$ cat src/rtl/lsu_bus_bridge.sv
// Load/store bridge between the core and a valid/ready memory bus.
// Runs one bus transaction per access and holds the core in stall until it completes.
module lsu_bus_bridge #(
  parameter int unsigned TIMEOUT = 255
) (
  input  logic        clk,
  input  logic        rst,
  input  logic [31:0] mem_addr,
  input  logic [31:0] mem_wdata,
  input  logic [1:0]  write_mem,
  input  logic [2:0]  read_mem,
  output logic [31:0] out_mem,
  output logic        stall,
  output logic        misaligned,
  output logic        bus_err,
  output logic        bus_req_valid,
  input  logic        bus_req_ready,
  output logic [31:0] bus_addr,
  output logic        bus_we,
  output logic [3:0]  bus_wstrb,
  output logic [31:0] bus_wdata,
  input  logic        bus_rsp_valid,
  input  logic [31:0] bus_rdata
);

  // Handshake: a request is transferred on the rising edge where bus_req_valid and
  // bus_req_ready are both 1; address/data stay stable while valid is high. The bus
  // answers with a single-cycle bus_rsp_valid, never in the acceptance cycle itself.

  typedef enum logic [1:0] {IDLE, REQ, WAIT, DONE} state_t;

  localparam int CW = (TIMEOUT > 1) ? $clog2(TIMEOUT + 1) : 1;

  localparam logic [2:0] LD_B  = 3'b001;
  localparam logic [2:0] LD_H  = 3'b010;
  localparam logic [2:0] LD_W  = 3'b011;
  localparam logic [2:0] LD_BU = 3'b100;
  localparam logic [2:0] LD_HU = 3'b101;

  state_t        state, state_nxt;
  logic [CW-1:0] tmo_cnt;
  logic [2:0]    ld_type_q;
  logic          ld_q;
  logic [1:0]    lane_q;

  logic          is_store, is_load, access, half_sz, word_sz, misalign, start;
  logic          timed_out, timeout_hit;
  logic [7:0]    rd_byte;
  logic [15:0]   rd_half;
  logic [31:0]   rd_ext;

  // Store wins when both codes are set, so the load is not even considered.
  assign is_store = (write_mem != 2'b00);
  assign is_load  = !is_store && (read_mem >= LD_B) && (read_mem <= LD_HU);
  assign access   = is_store || is_load;
  assign half_sz  = is_store ? (write_mem == 2'b10) : (read_mem == LD_H || read_mem == LD_HU);
  assign word_sz  = is_store ? (write_mem == 2'b11) : (read_mem == LD_W);
  assign misalign = (half_sz && mem_addr[0]) || (word_sz && (mem_addr[1:0] != 2'b00));
  assign start    = (state == IDLE) && access && !misalign;

  // The counter value here counts completed REQ/WAIT cycles, so this cycle is the
  // TIMEOUT-th one when cnt+1 reaches the limit.
  assign timed_out = (TIMEOUT != 0) && (state == REQ || state == WAIT) &&
                     (int'(tmo_cnt) + 1 >= int'(TIMEOUT));
  assign timeout_hit = timed_out && !(state == WAIT && bus_rsp_valid);

  always_comb begin
    rd_byte = 8'h00;
    case (lane_q)
      2'd0: rd_byte = bus_rdata[7:0];
      2'd1: rd_byte = bus_rdata[15:8];
      2'd2: rd_byte = bus_rdata[23:16];
      default: rd_byte = bus_rdata[31:24];
    endcase
    rd_half = lane_q[1] ? bus_rdata[31:16] : bus_rdata[15:0];
    case (ld_type_q)
      LD_B:    rd_ext = {{24{rd_byte[7]}}, rd_byte};
      LD_H:    rd_ext = {{16{rd_half[15]}}, rd_half};
      LD_BU:   rd_ext = {24'h0, rd_byte};
      LD_HU:   rd_ext = {16'h0, rd_half};
      default: rd_ext = bus_rdata;
    endcase
  end

  always_ff @(posedge clk) begin
    if (rst) state <= IDLE;
    else     state <= state_nxt;
  end

  always_comb begin
    state_nxt = state;
    case (state)
      IDLE: if (start) state_nxt = REQ;
      REQ: begin
        if (timeout_hit)        state_nxt = DONE;
        else if (bus_req_ready) state_nxt = WAIT;
      end
      WAIT: if (bus_rsp_valid || timeout_hit) state_nxt = DONE;
      default: state_nxt = IDLE;
    endcase
  end

  always_comb begin
    stall         = start || (state == REQ) || (state == WAIT);
    misaligned    = (state == IDLE) && access && misalign;
    bus_req_valid = (state == REQ);
  end

  always_ff @(posedge clk) begin
    if (rst) begin
      tmo_cnt   <= '0;
      out_mem   <= 32'h0;
      bus_err   <= 1'b0;
      bus_addr  <= 32'h0;
      bus_we    <= 1'b0;
      bus_wstrb <= 4'h0;
      bus_wdata <= 32'h0;
      ld_type_q <= 3'b000;
      ld_q      <= 1'b0;
      lane_q    <= 2'b00;
    end else begin
      bus_err <= timeout_hit;
      if (start) begin
        tmo_cnt   <= '0;
        bus_addr  <= {mem_addr[31:2], 2'b00};
        bus_we    <= is_store;
        ld_q      <= is_load;
        ld_type_q <= read_mem;
        lane_q    <= mem_addr[1:0];
        case (is_store ? write_mem : 2'b00)
          2'b01: begin
            bus_wstrb <= 4'b0001 << mem_addr[1:0];
            bus_wdata <= {4{mem_wdata[7:0]}};
          end
          2'b10: begin
            bus_wstrb <= 4'b0011 << {mem_addr[1], 1'b0};
            bus_wdata <= {2{mem_wdata[15:0]}};
          end
          2'b11: begin
            bus_wstrb <= 4'b1111;
            bus_wdata <= mem_wdata;
          end
          default: begin
            bus_wstrb <= 4'b0000;
            bus_wdata <= mem_wdata;
          end
        endcase
      end else if (state == REQ || state == WAIT) begin
        tmo_cnt <= tmo_cnt + 1'b1;
      end
      if (ld_q && state == WAIT && bus_rsp_valid) out_mem <= rd_ext;
      else if (ld_q && timeout_hit)               out_mem <= 32'h0;
    end
  end

endmodule

$ cat config.mk
export PLATFORM = sky130hd
export DESIGN_NAME = lsu_bus_bridge
export DESIGN_NICKNAME = d
export VERILOG_FILES = /design/src/rtl/lsu_bus_bridge.sv
export SDC_FILE = /design/constraint.sdc
export NUM_CORES = 1
export LEC_CHECK = 0
export BUFFER_PORTS_ARGS = -buffer_cell sky130_fd_sc_hd__buf_4
export CAP_MARGIN = 20
export CORE_UTILIZATION = 50
export CTS_CLUSTER_DIAMETER = 60
export DETAILED_ROUTE_END_ITERATION = 8
export PLACE_DENSITY = 0.85
export SLEW_MARGIN = 20
export SYNTH_ARGS = -nofsm -noshare
export SYNTH_HDL_FRONTEND = slang
export SYNTH_SLANG_ARGS = --single-unit
$ cat constraint.sdc
create_clock -name clk -period 2.4 [get_ports clk]
set_clock_uncertainty 0.1 [all_clocks]
set_input_delay 0.24 -clock clk [delete_from_list [all_inputs] [get_ports clk]]
set_output_delay 0.24 -clock clk [all_outputs]
set_load 0.02 [all_outputs]
* After elaboration in Yosys (flattened, before gate mapping)
Index checks and enable logic that the tools add are counted. W data, S select, Z words.
Storage, ports and cells: register bits after elaboration 116, bits in latches 0, memory bits (writable) 0, bits in read-only memories 0, bits of input ports 105, output and inout bits 105, logic and storage cells 82, memories kept 0
Operators by class: add/subtract/negate cells 2, multipliers 0, div/mod/pow operators 0, $lt $le $gt $ge 3, eq/ne operators 19, shift operators 2, mux-type cells 15, bitwise operators 0, reductions and logical operators 30
Operator list (count):
- $pmux W32 S4 | 1
- $mux W32 | 2
- $pmux W32 S2 | 1
- $pmux W8 S3 | 1
- $mux W16 | 1
- $logic_and A1 B1 Y1 | 13
- $eq A2 B2 Y1 const B | 6
- $pmux W4 S3 | 1
- $mux W2 | 5
- $add A8 B1 Y9 const B | 1
- $eq A3 B2 Y1 const B | 3
- $eq A3 B3 Y1 const B | 3
- $ge A9 B8 Y1 const B | 1
- $add A8 B1 Y8 const B | 1
- $logic_or A1 B1 Y1 | 7
- $eq A2 B1 Y1 const B | 3
- $pmux W2 S3 | 1
- $reduce_bool A2 Y1 | 3
- $logic_not A2 Y1 | 2
- $shl A1 B2 Y4 const A | 1
- $shl A2 B2 Y4 const A | 1
- $eq A3 B1 Y1 const B | 1
- $ge A3 B1 Y1 const B | 1
- $le A3 B3 Y1 const B | 1
- 7 further kinds | 10

* Logic depth before layout (Yosys ltp)
depth in word-level cells 9, mapped depth 10, depth with buffers taken out 8

* Worst setup path after synthesis
Ideal clock, no wire load.
path kind input to output, start in write_mem[0], end out stall, data arrival time 1.738 ns, data required time 2.060 ns, setup slack 0.322 ns, stages on the path 9, buffers on the path 2, cell sequence inv_1 > ha_1 > clkbuf_1 > a21o_1 > nor2_1 > nor3_1 > nor2_2 > buf_2 > or3_1
Between the ends: cells in the longest elaborated chain, start to end 9, elaborated cells on any way between the ends 17, classes of those cells 2 x eq/ne; 2 x mux; 13 x reduce/logical
Ends and longest elaborated chain:
- start, declared | line 10 | input logic [1:0] write_mem,
- $reduce_bool A2 Y1 | line 53 | assign is_store = (write_mem != 2'b00);
- $logic_not A1 Y1 | line 54 | assign is_load = !is_store && (read_mem >= LD_B) && (read_mem <= LD_HU);
- $logic_and A1 B1 Y1 (2 in a row) | line 54
- $logic_or A1 B1 Y1 | line 55 | assign access = is_store || is_load;
- $logic_and A1 B1 Y1 | line 59 | assign start = (state == IDLE) && access && !misalign;
- $logic_and A1 B1 Y1 (*) | line 59
- $logic_or A1 B1 Y1 (*) (2 in a row) | line 104 | stall = start || (state == REQ) || (state == WAIT);
- end, declared | line 13 | output logic stall,
Every way passes the cells marked *; elsewhere a longest branch is shown, timed or not.

* Worst setup path in the final report
start reg state[0], end out stall
Between the ends: cells in the longest elaborated chain, start to end 5, elaborated cells on any way between the ends 7, classes of those cells 2 x eq/ne; 5 x reduce/logical
Ends and longest elaborated chain:
- start, declared | line 40 | state_t state, state_nxt;
- start signal, assigned | line 87 | else state <= state_nxt;
- $logic_not A2 Y1 | line 59
- $logic_and A1 B1 Y1 (2 in a row) | line 59
- $logic_or A1 B1 Y1 | line 104
- $logic_or A1 B1 Y1 (*) | line 104
Marked as above.

==> results.yml <==
critical_path:
  timing_worst_setup_path_type: "register to primary output"
  critPathMaxFanout: 4
  reg2reg_slack_ps: 270
  critical_path_arrival_ps: 1870
  end_kind: "primary output"
  cp_data_required_time_ps: 2060
  r2r-end: "out_mem[7]"
  regToRegStartpoint: "ld_type_q[1]"
  rr_worst_depth: 6
  cp-start-kind: "register"
grt:
  track_usage_pct: 31.2
  antenna_found_initial: 0
  grt_overflow: 0
  grt_pass1_vias: 5895
  grt_max_degree: 55
  grt_pass1_wl_um: 28800
power:
  power_density_nw_per_um2: 995
  leakage_uw: 0.00353
  ir_drop_mv: 0.735
  finalPower_uw: 8300
route:
  antenna_left: 0
  viasPerCell: 5.71
  drtIter0Drc: 614
  wl_per_cell_um: 16.8
  wl_um: 18800
  num_vias: 6392
  post-route-drc-count: 0
  firstDrtPassIters: 7
timing:
  rsz0062_at_grt: "no"
  hold_ws_ps: 7.12
  fin_setup_tns_ps: 0
  period_minus_slack_ps: 2210
  hold_viol_final: 0
  timing.final.max_slew_violations: 0
  setup_viol: 0
  fin_crit_sh_pct: 92.3
  worst_pin_slew_ps: 557
  slew_headroom_pct: 62.9
  fmax_ghz: 0.452
synth:
  ys_ff_latch: 116
  synth_flop_cell: "dfxtp_1"
  yosysWarnings: 0
  synth_cells: 750
  ys_top_cells_by_count: "184 x nand2_1, 116 x dfxtp_1, 74 x a21oi_1"
  synth-edff-count: 0
  async_flop_share_pct: 0
  synth.distinct_cells: 56
  ys_top_cells_by_area: "dfxtp_1 40%, nand2_1 12%, a21oi_1 6.4%, o21ai_0 4.2%, o211ai_1 4.0%"
  ys_seq_area_share_pct: 40.3
  synth_area_leader_cell: "dfxtp_1"
  yosysMostFrequentCell: "nand2_1"
  postSynthAreaPerCell_um2: 7.68
  synth_top_area_share_pct: 40.3
  synthesis.area_um2: 5760
placed_design:
  hpwl_um: 11900
  place_inst: 1055
  numPortBuffers: 207
  gp_congestion: 0.925
floorplan:
  io_pins: 210
  dieArea_um2: 11900
  fp.coreArea_um2: 11000
  start_util_pct: 52.2
  rows: 38
  die_x_um: 109
  die_y_um: 109
finish:
  diodes: 0
  utilization_pct: 75.6
  multiInputGateArea_um2: 3130
  nFillCells: 804
  fin_cells: 1119
  fin_nets: 1085
  syn_to_final_growth_pct: 44.9
  regArea_um2: 2320
  final_layout_size_suffix_gt1_share_pct: 27.4
run_status:
  status: "completed"
clocking:
  cts_setup_buffers: 0
  cts-buffers-inserted: 17
  root_buffer: "clkbuf_16"
  clkLatencyLatePin_ps: 410
  cts_tree: "built"
  clk_pin_slew_worst_paths_ps: 50
  clkSinkCount: 116
  htreeDepth: 4
  cts_max_path_buffers: 2
run:
  drv_cap: 0
hold_path:
  holdPathStages: 3
  min_to: "bus_wdata[6]"
  hold_path_startpoint: "mem_wdata[6]"
  hold_path.class: "input port to register"
-- cell families after synthesis --
kind of cell | share of synthesized area (%)
AND/OR/NAND/NOR | 22.8
AO/OA/AOI/OAI | 25.6
flip-flops | 40.3
buffers and inverters | 5.54
multiplexers | 2.30
adder cells (fa/ha/maj) | 2.17
XOR/XNOR | 1.22
other | 0.0651
-- final cells by class --
cell class / count / share of cell area, %
tap: 140 / 2.10
clock inverter: 5 / 1.20
sequential: 116 / 27.8
multi-input combinational: 565 / 37.5
inverter: 8 / 0.360
timing repair buffer: 262 / 25.1
clock buffer: 23 / 5.85
-- metal layers --
| layer | track usage, % | wire length (µm) | part of all wire [%] |
|---|---|---|---|
| met1 | 37.0 | 7150 | 38 |
| met2 | 52.6 | 9230 | 49 |
| met3 | 9.78 | 2010 | 11 |
| met4 | 11.9 | 436 | 2.3 |
| met5 | 0 | 0 | 0 |
-- through the flow --
stage | cell area (µm²) | setup slack [ps]
floorplan | 5760 | 322
global placement | 7390 | 290
detailed placement | 7390 | 229
CTS | 8340 | 154
global route | 8340 | 55.8
finish | 8340 | 185
-- placed cells by master, fill, tap and decap left out, types with 4 or more instances in the layout --
cell | synthesis | layout
a21oi_1 | 74 | 73
a22oi_1 | 23 | 23
a2bb2oi_1 | 16 | 16
a311oi_1 | 8 | 8
and2_1 | 4 | 4
buf_4 | 8 | 223
clkbuf_16 | 0 | 17
clkbuf_8 | 0 | 4
dfxtp_1 | 116 | 115
dlygate4sd3_1 | 0 | 36
ha_1 | 10 | 10
inv_1 | 8 | 8
mux2i_1 | 11 | 11
nand2_1 | 184 | 184
nand2b_1 | 6 | 6
nand3_1 | 5 | 5
nor2_1 | 58 | 57
nor2b_1 | 11 | 11
nor3_1 | 17 | 17
o211ai_1 | 31 | 31
o21ai_0 | 48 | 48
o221ai_1 | 8 | 8
xnor2_1 | 5 | 5
-- critical path: stages (launching register included) --
cell and delay [ps]:
dfxtp_1 380, inv_1 90, ha_1 280, nand2_1 150, nor2_4 70, or3_1 330
buf_4 170
-- what timing repair did --
action	4_1_cts	5_1_grt
resized for setup	0	1
hold buffers	36	0
endpoints found under the hold margin	36	0
endpoints found under the setup margin	0	1
-- report_power, final --
part / total (µW) / switching [µW] / internal (µW)
logic: 3210 / 1930 / 1280
registers: 2530 / 253 / 2270
clock network: 2560 / 848 / 1710
-- worst max-delay path by stage --
stage	slack, ps	startpoint	endpoint
floorplan	320	write_mem[0]	stall
detailed placement	230	tmo_cnt[0]	out_mem[15]
finish	190	state[0]	stall
CTS	150	state[0]	stall
global route	60	state[0]	stall
global placement	290	write_mem[0]	stall
-- sequential cells by signal (all words and copies together) (netlist names) --
register   cells
bus_wdata     32
out_mem       32
bus_addr      30
tmo_cnt        8
bus_wstrb      4
ld_type_q      3
lane_q         2
state          2
bus_err        1
bus_we         1
ld_q           1
Note: power is estimated with default switching activity, not from simulation.
